==> src/rtl/logic_op_identifier_pkg.sv <==
// Shared definitions for the logic-unit identifier: op codes, FSM states,
// and the one-hot/index helpers used when a single candidate survives.
package logic_op_pkg;

    localparam logic [1:0] OP_AND  = 2'b00;
    localparam logic [1:0] OP_OR   = 2'b01;
    localparam logic [1:0] OP_NAND = 2'b10;
    localparam logic [1:0] OP_NOR  = 2'b11;

    typedef enum logic [1:0] {
        ST_IDLE = 2'b00,
        ST_RUN  = 2'b01,
        ST_DONE = 2'b10,
        ST_ERR  = 2'b11
    } state_t;

    // True when exactly one bit of the candidate mask is set.
    function automatic logic is_onehot(input logic [3:0] v);
        return (v != 4'b0000) && ((v & (v - 4'd1)) == 4'b0000);
    endfunction

    // Index of the set bit of a one-hot mask (undefined input -> 0).
    function automatic logic [1:0] oh2idx(input logic [3:0] oh);
        logic [1:0] idx;
        idx = 2'b00;
        for (int i = 0; i < 4; i++) begin
            if (oh[i]) idx = i[1:0];
        end
        return idx;
    endfunction

endpackage

==> src/rtl/logic_op_identifier_if.sv <==
// Observation sample stream: one (a, b, result) triple per valid/ready beat.
interface logic_op_identifier_if;
    logic in_valid;
    logic in_ready;
    logic a;
    logic b;
    logic result;

    modport master (output in_valid, a, b, result, input in_ready);
    modport slave  (input in_valid, a, b, result, output in_ready);
endinterface

==> src/rtl/logic_op_identifier_check.sv <==
// Combinational consistency check: which of the four ops could have produced
// this (a, b, result) triple. Bit i of ok corresponds to op code i.
module logic_op_check
    import logic_op_pkg::*;
(
    input  logic       a,
    input  logic       b,
    input  logic       result,
    output logic [3:0] ok
);
    // One comparison per candidate operation.
    always_comb begin
        ok          = 4'b0000;
        ok[OP_AND]  = (result == (a & b));
        ok[OP_OR]   = (result == (a | b));
        ok[OP_NAND] = (result == ~(a & b));
        ok[OP_NOR]  = (result == ~(a | b));
    end
endmodule

==> src/rtl/logic_op_identifier.sv <==
// Sequential identifier for the AND/OR/NAND/NOR logic unit. Each accepted
// sample removes inconsistent candidates; resolves to DONE with the select
// code, or ERR on contradiction or when the sample limit is reached.
module logic_op_identifier
    import logic_op_pkg::*;
#(
    parameter int CNT_W = 4
) (
    input  logic                     clk,
    input  logic                     rst_n,
    input  logic                     start,
    input  logic                     abort,
    logic_op_identifier_if.slave     smp,
    output logic [1:0]               sel_out,
    output logic [3:0]               cand_mask,
    output logic                     found,
    output logic                     error,
    output logic                     timeout,
    output logic                     busy,
    output logic [CNT_W-1:0]         sample_cnt
);
    localparam logic [CNT_W-1:0] CNT_MAX = '1;

    state_t           state;
    logic [3:0]       ok;
    logic [3:0]       nmask;
    logic [CNT_W-1:0] ncnt;
    logic             hs;

    logic_op_check u_check (
        .a      (smp.a),
        .b      (smp.b),
        .result (smp.result),
        .ok     (ok)
    );

    // Ready is decoded straight from state so it drops with found/error.
    assign smp.in_ready = (state == ST_RUN);

    // A sample coinciding with start/abort is dropped even though ready was high.
    assign hs = smp.in_valid && smp.in_ready && !start && !abort;

    // Next mask and saturating next count for the current sample.
    always_comb begin
        nmask = cand_mask & ok;
        ncnt  = (sample_cnt == CNT_MAX) ? sample_cnt : sample_cnt + 1'b1;
    end

    // Identification FSM with registered outputs; abort beats start.
    always_ff @(posedge clk or negedge rst_n) begin
        if (!rst_n) begin
            state      <= ST_IDLE;
            cand_mask  <= 4'b0000;
            sel_out    <= 2'b00;
            sample_cnt <= '0;
            found      <= 1'b0;
            error      <= 1'b0;
            timeout    <= 1'b0;
            busy       <= 1'b0;
        end else if (abort) begin
            state      <= ST_IDLE;
            cand_mask  <= 4'b0000;
            sel_out    <= 2'b00;
            sample_cnt <= '0;
            found      <= 1'b0;
            error      <= 1'b0;
            timeout    <= 1'b0;
            busy       <= 1'b0;
        end else if (start) begin
            state      <= ST_RUN;
            cand_mask  <= 4'b1111;
            sel_out    <= 2'b00;
            sample_cnt <= '0;
            found      <= 1'b0;
            error      <= 1'b0;
            timeout    <= 1'b0;
            busy       <= 1'b1;
        end else begin
            case (state)
                ST_RUN: begin
                    if (hs) begin
                        cand_mask  <= nmask;
                        sample_cnt <= ncnt;
                        if (is_onehot(nmask)) begin
                            state   <= ST_DONE;
                            found   <= 1'b1;
                            sel_out <= oh2idx(nmask);
                            busy    <= 1'b0;
                        end else if (nmask == 4'b0000) begin
                            state <= ST_ERR;
                            error <= 1'b1;
                            busy  <= 1'b0;
                        end else if (ncnt == CNT_MAX) begin
                            state   <= ST_ERR;
                            error   <= 1'b1;
                            timeout <= 1'b1;
                            busy    <= 1'b0;
                        end
                    end
                end
                default: ;
            endcase
        end
    end

endmodule

==> src/flat_wrapper.sv <==
// flat-port wrapper written by rule: the top's interface ports become plain ports
module logic_op_identifier_flat import logic_op_pkg::*;
#(
    parameter int CNT_W = 4
)
  (clk, rst_n, start, abort, sel_out, cand_mask, found, error, timeout, busy, sample_cnt, smp_in_valid, smp_a, smp_b, smp_result, smp_in_ready);
  logic_op_identifier_if smp_i ();
  input  logic clk;
  input  logic rst_n;
  input  logic start;
  input  logic abort;
  output logic [1:0] sel_out;
  output logic [3:0] cand_mask;
  output logic found;
  output logic error;
  output logic timeout;
  output logic busy;
  output logic [CNT_W-1:0] sample_cnt;
  input wire logic [$bits(smp_i.in_valid)-1:0] smp_in_valid;
  input wire logic [$bits(smp_i.a)-1:0] smp_a;
  input wire logic [$bits(smp_i.b)-1:0] smp_b;
  input wire logic [$bits(smp_i.result)-1:0] smp_result;
  output wire logic [$bits(smp_i.in_ready)-1:0] smp_in_ready;
  assign smp_i.in_valid = smp_in_valid;
  assign smp_i.a = smp_a;
  assign smp_i.b = smp_b;
  assign smp_i.result = smp_result;
  assign smp_in_ready = smp_i.in_ready;
  logic_op_identifier #(.CNT_W(CNT_W)) u_core (.clk(clk), .rst_n(rst_n), .start(start), .abort(abort), .smp(smp_i), .sel_out(sel_out), .cand_mask(cand_mask), .found(found), .error(error), .timeout(timeout), .busy(busy), .sample_cnt(sample_cnt));
endmodule
==> config.mk <==
export PLATFORM = sky130hd
export DESIGN_NAME = logic_op_identifier_flat
export DESIGN_NICKNAME = d
export VERILOG_FILES = /design/src/rtl/logic_op_identifier_pkg.sv /design/src/rtl/logic_op_identifier_if.sv /design/src/rtl/logic_op_identifier_check.sv /design/src/rtl/logic_op_identifier.sv /design/src/flat_wrapper.sv
export SDC_FILE = /design/constraint.sdc
export NUM_CORES = 1
export LEC_CHECK = 0
export CORE_MARGIN = 3
export CORE_UTILIZATION = 51
export CTS_CLUSTER_SIZE = 25
export DETAILED_ROUTE_END_ITERATION = 10
export HOLD_SLACK_MARGIN = 0.05
export PLACE_DENSITY = 0.79
export SETUP_SLACK_MARGIN = 0.1
export SYNTH_ARGS = -nofsm -noshare
export SYNTH_HDL_FRONTEND = slang
export SYNTH_SLANG_ARGS = --single-unit
==> constraint.sdc <==
create_clock -name clk -period 2.4 [get_ports clk]
set_input_delay 0.48 -clock clk [delete_from_list [all_inputs] [get_ports clk]]
set_output_delay 0.48 -clock clk [all_outputs]
set_load 0.02 [all_outputs]
=== Word level (Yosys, flattened, before mapping) ===
Cells that the tools add are included.

* Register bits after elaboration: 16
* Input port bits: 8
* Output and inout bits: 15

* $add $sub $neg: 2
* Eq/ne operators: 9
* Mux-type cells: 49
* Bitwise logic cells: 6
* Reduce and logical (&&, ||, !) cells: 20

{| class="wikitable"
|+ Operators by type and width
! kind !! count
|-
| 4-bit two-way mux || 9
|-
| 2-bit two-way mux || 14
|-
| 1-bit two-way mux || 26
|-
| 3-bit nonzero test || 4
|-
| 4-bit bitwise AND || 2
|-
| 4-bit == test, second input constant || 2
|-
| 4-bit zero test || 2
|-
| 4-bit nonzero test || 2
|-
| 3-bit != test, second input constant || 2
|-
| 3-bit AND reduction || 2
|-
| 5-bit AND reduction || 1
|-
| 5-bit nonzero test || 1
|-
| 4-bit by 1-bit adder with 4-bit output, second input constant || 1
|-
| 1-bit == test || 4
|-
| 1-bit logical AND || 4
|-
| 4-bit AND reduction || 1
|-
| 4-bit by 1-bit subtractor with 4-bit output, second input constant || 1
|-
| 2-bit by 1-bit == test with 1-bit output, second input constant || 1
|-
| 1-bit zero test || 2
|-
| 1-bit NOT || 2
|-
| 2-bit AND reduction || 1
|-
| 1-bit bitwise AND || 1
|-
| 1-bit OR || 1
|}

=== Logic depth before layout (Yosys ltp) ===
* Depth in word-level cells: 13
* Gate-level depth with buffers: 7

=== Modules after synthesis ===
From an unflattened synthesis, not the netlist that was laid out.

* Cells, all modules: 93
* Area, all modules: 934.6 um^2

{| class="wikitable"
|+ Modules (own cells, without submodules)
! module !! times used !! cells an instance !! area each (um^2)
|-
| logic_op_identifier || 1 || 87 || 889.6
|-
| logic_op_check || 1 || 6 || 45.0
|}

=== Worst setup path after synthesis ===
No wires, ideal clock.

* Path type: register to register
* From: reg u_core.cand_mask[1]
* To: reg u_core.error
* Library setup time: 0.103 ns
* Data arrival time: 1.928 ns
* Data required time: 2.297 ns
* Slack: 0.369 ns
* Stages on the path, launching flop included: 7
* Buffers on the path: 1
* Period minus slack after synthesis: 2.031 ns
* Path through: dfrtp_1 -> buf_2 -> maj3_1 -> o211ai_1 -> and3_4 -> mux2_4 -> o41ai_2

* Longest elaborated chain between the ends: 8
* Elaborated cells on any way between the ends: 16
* Those cells by class: 1 x add/sub; 1 x eq/ne; 6 x mux; 2 x bitwise; 6 x reduce/logical

{| class="wikitable"
|+ Ends and longest elaborated chain
! item !! line !! text
|-
| from (decl) || logic_op_identifier.sv:15 || <nowiki>output logic [3:0] cand_mask,</nowiki>
|-
| from (signal assigned) || logic_op_identifier.sv:82 || <nowiki>cand_mask <= nmask;</nowiki>
|-
| 4-bit bitwise AND (*) || logic_op_identifier.sv:45 || <nowiki>nmask = cand_mask & ok;</nowiki>
|-
| branches (longest 7 deep; another with 4-bit by 1-bit subtractor with 4-bit output) || -- ||
|-
| to (signal assigned) || logic_op_identifier.sv:57 || <nowiki>error <= 1'b0;</nowiki>
|-
| to (signal assigned) || logic_op_identifier.sv:66 || <nowiki>error <= 1'b0;</nowiki>
|-
| to (signal assigned) || logic_op_identifier.sv:75 || <nowiki>error <= 1'b0;</nowiki>
|-
| to (decl) || logic_op_identifier.sv:17 || <nowiki>output logic error,</nowiki>
|}

Every way passes the cells marked *. The select of a mux whose other input is x is not followed.
A chain may end at the register's enable or synchronous reset.

=== Worst setup path in the final report ===
* From: in smp_result
* To: reg u_core.error

* Longest elaborated chain between the ends: 9
* Elaborated cells on any way between the ends: 20
* Those cells by class: 1 x add/sub; 5 x eq/ne; 6 x mux; 2 x bitwise; 6 x reduce/logical

{| class="wikitable"
|+ Ends and longest elaborated chain
! item !! line !! text
|-
| from (decl) || flat_wrapper.sv:22 || <nowiki>input wire logic [$bits(smp_i.result)-1:0] smp_result;</nowiki>
|-
| 1-bit == test (on tied branches) || -- ||
|-
| 4-bit bitwise AND (*) || logic_op_identifier.sv:45 ||
|-
| branches (longest 7 deep; another with 4-bit by 1-bit subtractor with 4-bit output) || -- ||
|}

Marks and branches as above.

==> flow_metrics.py <==
metrics = {
    "sta": {
        "fin_hold_ws_ns": 0.485,
        "fmax_mhz": 468,
        "maxSlewViolCount": 0,
        "setup-tns-final_ns": 0,
        "setup_violations": 0,
        "worst-slew-pin-transition_ns": 0.711,
        "rsz0062_at_grt": "false",
        "slew_headroom": 0.524,
        "fin_crit_sh": 0.890,
        "hold_viol": 0,
        "fin_crit_ns": 2.14,
        "clock_skew_ns": 0.00905,
    },
    "yosys": {
        "synth.avg_cell_area_sq_um": 8.44,
        "ys_warn_count": 0,
        "ys_seq_area_frac": 0.346,
        "synth-edff-count": 0,
        "ys_ff_latch": 16,
        "synthArstFlopShare": 1.00,
        "synth_cell_types": 47,
        "synth_area_sq_um": 1160,
        "netlist_instances": 137,
        "syn_nets": 146,
        "ys.flop_type": "dfrtp_1",
    },
    "drt": {
        "wl_met2_um": 1410,
        "wl_met3_um": 163,
        "routed_wl_um": 2990,
        "final_antenna_net_count": 0,
        "drt-vias-per-instance": 5.97,
        "dr_total_vias": 1183,
        "routedWlPerCell_um": 15.1,
        "wirelength_met1_um": 1390,
        "drt_iter0_drc": 28,
        "top_layer_used": "met4",
        "firstDrtPassIters": 5,
        "remaining_drc_errors": 0,
    },
    "worst_setup_path": {
        "path_delay_family": "simple AND/OR/NAND/NOR gates",
        "path_cells": "clkdlybuf4s50_1, or4b_4, and3_4, mux2_4, o41ai_2",
        "end_kind": "flip-flop",
        "cp_slowest_cell": "or4b_4",
        "crit_path_max_incr_delay_ns": 0.57,
        "required_ns": 2.59,
        "critPathLaunchType": "primary input",
        "r2r_cells": 5,
        "timing.rr.start": "u_core.cand_mask[2]$_DFFE_PN0P_",
        "cp_max_fo": 5,
        "cp_num_buf_inv": 1,
        "worst_r2r_endpoint": "u_core.error$_DFFE_PN0P_",
        "crit_arrival_ns": 2.33,
        "criticalPathCategory": "in2reg",
        "r2r_slack_ns": 0.31,
    },
    "die": {
        "fp.dieArea_sq_um": 2870,
        "die_w_um": 53.6,
        "rows": 16,
        "io_pins": 23,
        "die_h_um": 53.6,
        "initial_core_util": 0.561,
        "core_area_sq_um": 2060,
    },
    "clock_tree": {
        "cts_tree": "built",
        "cts_sinks": 16,
        "cts_buffer_depth": 2,
        "cts_root_buffer": "clkbuf_4",
        "cts_buffers": 3,
        "clock_latency_ns": 0.29,
        "cts_hold_buf": 0,
        "cts.clk_slew.worst_paths_ns": 0.10,
        "cts_max_level": 1,
    },
    "final_layout": {
        "fin_util": 0.748,
        "nets": 182,
        "drive_above_1_share": 0.193,
        "stdcell_area_sq_um": 1540,
        "num_antenna_cells": 0,
        "syn_to_final_growth_pct": 33.4,
    },
    "flow_run": {
        "max_cap_viol_count": 0,
    },
    "hold_path": {
        "holdPathStages": 2,
        "hold_end": "u_core.found$_DFFE_PN0P_",
        "hp-start": "u_core.found$_DFFE_PN0P_",
        "hp-class": "reg2reg",
    },
    "pwr": {
        "power_w": 0.000641,
        "peakVddDrop_uv": 350,
        "p_leak_nw": 0.665,
        "power_density_nw_per_um2": 416,
    },
    "place": {
        "hpwlAfterDp_um": 2240,
        "portBuffers": 22,
        "place_area_sq_um": 1500,
        "globalplace.congestion": 0.829,
    },
    "status": {
        "status": "finished, final reports clean",
    },
    "grt": {
        "grt-ovfl-total": 0,
        "grt_pass1_vias": 1052,
        "grt_start_max_net_pins": 17,
        "antenna_found_initial": 0,
        "grt_pass1_wl_um": 4830,
        "grt_usage": 0.234,
    },
}
==> sequential cells by signal, summed over array words and instances, names as in the netlist <==
name               flops
u_core.state           2
u_core.timeout         1
u_core.busy            1
u_core.sel_out         2
u_core.found           1
u_core.cand_mask       4
u_core.error           1
u_core.sample_cnt      4
==> placed cells by master, fill, tap and decap left out, drive strengths merged, types with 2 or more instances in the layout <==
master and instances:
a21oi 11, a311oi 2, a31oi 4, and3 3, buf 21, clkbuf 3, clkdlybuf4s50 20, dfrtp 16
inv 3, mux2i 2, nand2 11, nand3 8, nor2 14, nor2b 5, nor3 2, nor4bb 2
o21ai 9, o31ai 3, or2 3, or3 2, xnor2 3
==> cell type report <==
cell class | count | area, sq um
Clock buffer | 3 | 22.5
Tap cell | 27 | 33.8
Inverter | 3 | 11.3
Timing Repair Buffer | 43 | 379
Sequential cell | 16 | 400
Multi-Input combinational cell | 106 | 696
Fill cell | 160 | 519
==> where the power goes <==
part,total (W),internal [W],switching [W],leakage [nW]
registers,0.000293,0.000279,0.0000141,0.214
clock network,0.000146,0.0000585,0.0000870,0.0138
logic,0.000203,0.000101,0.000102,0.437
total,0.000641,0.000438,0.000203,0.665
==> Yosys cell counts (3+ instances only) <==
cell      number  share of area
dfrtp_1       16           0.35
nor2_1        14          0.045
a21oi_1       11          0.048
nand2_1       11          0.036
o21ai_0        9          0.039
nand3_1        8          0.035
clkbuf_1       5          0.016
a31oi_1        4          0.022
buf_2          4          0.017
nor2b_1        4          0.022
inv_1          3         0.0097
o31ai_1        3          0.019
or2_2          3          0.016
xnor2_1        3          0.023
==> routing by layer <==
metal,GRT usage,up-vias
met5,0,-
met2,0.378,41
met3,0.0637,6
met1,0.306,561
li1,-,575
met4,0.0638,0
==> worst register-to-register path, cell delays in order, from the launching register on <==
cell and delay, ns:
dfrtp_1 0.61, nor2b_4 0.07, or4b_4 0.52, and3_4 0.20, mux2_4 0.30, o41ai_2 0.30
==> how the worst max path moves through the flow <==
stage | slack [ns] | cells past startpoint | end | from
final | 0.26 | 5 | u_core.error$_DFFE_PN0P_ | smp_result
after global routing | 0.19 | 6 | u_core.busy$_DFFE_PN0P_ | smp_result
after CTS | 0.15 | 6 | u_core.error$_DFFE_PN0P_ | smp_b
after detailed placement | -0.23 | 6 | u_core.error$_DFFE_PN0P_ | smp_a
after global placement | -0.14 | 6 | u_core.busy$_DFFE_PN0P_ | smp_a
after floorplan | 0.37 | 6 | u_core.error$_DFFE_PN0P_ | u_core.cand_mask[1]$_DFFE_PN0P_
==> per-stage QoR <==
stage / cells / setup WS, ns
finish: 198 / 0.263
global route: 198 / 0.195
CTS: 197 / 0.151
detailed placement: 194 / -0.227
global placement: 194 / -0.138
floorplan: 137 / 0.369
==> cells by family after synthesis <==
logic type | count (synthesis) | synth area share
AO/OA/AOI/OAI | 40 | 0.235
XOR/XNOR | 3 | 0.0227
adder cells (fa/ha/maj) | 2 | 0.0195
buffers and inverters | 15 | 0.0628
flip-flops | 16 | 0.346
multiplexers | 3 | 0.0303
AND/OR/NAND/NOR | 58 | 0.284
==> repair_timing <==
item,CTS,global route
setup buffers,0,1
hold endpoints to repair,0,0
pin swaps,0,1
setup endpoints to repair,1,4
gates resized for setup,1,2
(Power assumes the default switching activity.)
==> RTL change, RTL diff (config.mk and constraints unchanged) <==
`CNT_W` is set to 4 in 2 places; all go to 3.
--- a/src/rtl/logic_op_identifier.sv
+++ b/src/rtl/logic_op_identifier.sv
@@ -5,5 +5,5 @@
     import logic_op_pkg::*;
 #(
-    parameter int CNT_W = 4
+    parameter int CNT_W = 3
 ) (
     input  logic                     clk,
--- a/src/flat_wrapper.sv
+++ b/src/flat_wrapper.sv
@@ -2,5 +2,5 @@
 module logic_op_identifier_flat import logic_op_pkg::*;
 #(
-    parameter int CNT_W = 4
+    parameter int CNT_W = 3
 )
   (clk, rst_n, start, abort, sel_out, cand_mask, found, error, timeout, busy, sample_cnt, smp_in_valid, smp_a, smp_b, smp_result, smp_in_ready);
Ports: changed (resized sample_cnt); port bits go from 23 to 22. No check against the original RTL was run, so the function may have changed too.
==> RTL change against the unedited design <==
Worst setup slack better by 0.048 ns; synthesized cell count decreased by 23%; clock skew decreased by 0.0053 ns; register-to-register slack better by 0.06 ns; via count is 28% lower; wire length shrank 24%; cell count is 22% lower; worst hold slack improved by 0.029 ns; combinational power shrank 18%; sequential cell count decreased by 1; power decreased by 8.3%; cell area fell by 20%; synthesized area decreased by 18%; largest power group unchanged.
==> RTL change: results <==
synthesis:
  synthTopCellsByCount: "dfrtp_1, nand2_1, a21oi_1"
  yosysUniqueCellTypes: 39
  synth_xor_area_frac: 0.0276
  synth_nets: 114
  synth_compound_area_frac: 0.263
  yosysSeqAreaShare: 0.395
  synth_mux_area_frac: 0.0211
  synthTopCellsByArea: "dfrtp_1, a21oi_1, nand2_1"
  synth_adder_area_share: 0.0132
final_layout:
  final_nets: 141
  reg.largest.list: "u_core.cand_mask (4), u_core.sample_cnt (3)"
  diodes: 0
  fillers: 124
  drive_above_1_share: 0.160
critical_path:
  crit_arrival_ns: 2.31
  rr_worst_depth: 6
  crit_path_max_incr_delay_ns: 0.56
  rrSetupSlack_ns: 0.37
  crit_fanout: 6
  reg2reg_from: "u_core.sample_cnt[0]"
  critPathRequiredTime_ns: 2.62
  crit_slowest_cell: "clkdlybuf4s50_1"
  worstReg2RegEnd: "u_core.state[0]"
global_route:
  grt_usage: 0.202
  grt_start_max_net_pins: 16
  grt_pass1_wl_mm: 3.91
  grt_pass1_vias: 864
sta:
  worstMarginPinSlew_ns: 0.668
  fin_skew_ns: 0.00370
  whs_ns: 0.514
placement:
  portBuffers: 21
  dpl.hpwl_mm: 1.77
  place_congestion: 0.783
clocking:
  numCtsBuffers: 3
  clock-root-buffer: "clkbuf_4"
  cts_setup_buffers: 0
  cts_resized: 0
  clk_pin_slew_worst_paths_ns: 0.09
pwr:
  peakVddDrop_mv: 0.326
  p_leak_nw: 0.537
route:
  first_pass_iters: 4
  drtIter0Drc: 22
  via_per_inst: 5.50
  wl_per_cell_um: 14.8
min_path:
  min_path_cells: 1
  hold_end: "u_core.found"
status:
  status: "finished clean"
-- RTL change: cell count changes after synthesis, moves of 3 or more --
cell,unedited run,this run
a31oi_1,4,1
buf_2,4,1
clkbuf_1,5,2
nand3_1,8,5
nor2_1,14,8
nor2b_1,4,1
o21ai_0,9,5
o22ai_1,1,5
o31ai_1,3,0
-- RTL change: cell families (layout without fill, tap and decap cells) --
group,Yosys count,count (layout)
buf+inv,9,35
simple gates,39,39
mux,2,2
compound gates,36,36
xor+xnor,3,3
fa+ha+maj,1,1
flops,15,15
-- RTL change: critical path, delay by kind of cell --
family,cells,cell delay (ns)
buffers and inverters,2,0.72
AOI/OAI and AO/OA,4,0.90
and+or+nand+nor,1,0.20
-- RTL change: per-layer routing --
layer,vias up,global-route usage,share of wire
li1,429,-,-
met1,395,0.261,0.46
met2,26,0.333,0.48
met3,2,0.0642,0.052
met4,0,0.0379,0.0044
met5,-,0,0
-- RTL change: metrics by stage --
stage	cell area [um2]	TNS, ns	cells	worst slack [ns]	power, mW
3_5_place_dp	1200	-0.333	151	-0.101	0.448
6_report	1230	0	155	0.311	0.588
2_1_floorplan	951	0	105	0.500	0.384
3_3_place_gp	1200	-0.0445	151	-0.0287	0.444
4_1_cts	1220	0	155	0.179	0.593
5_1_grt	1230	0	155	0.202	0.620
-- RTL change: final cells by class --
class | count | area share
inverters | 3 | 0.00916
clock buffers | 3 | 0.0183
repair buffers | 28 | 0.218
well taps | 24 | 0.0244
clock inverters | 1 | 0.00407
flip-flops and latches | 15 | 0.305
multi-input cells | 81 | 0.421
-- RTL change: where the power goes --
part	total, mW	switching, mW	internal [mW]
Combinational	0.167	0.0908	0.0760
Sequential	0.278	0.0138	0.264
Clock	0.143	0.0816	0.0618
-- RTL change: worst max-delay path by stage --
stage,start,end,slack (ns)
detailed placement,smp_b,u_core.sel_out[0],-0.10
floorplan,u_core.sample_cnt[0],u_core.state[0],0.50
CTS,smp_b,u_core.sel_out[0],0.18
global placement,smp_a,u_core.sel_out[0],-0.03
finish,smp_result,u_core.sel_out[0],0.31
global route,u_core.sample_cnt[0],u_core.state[0],0.20
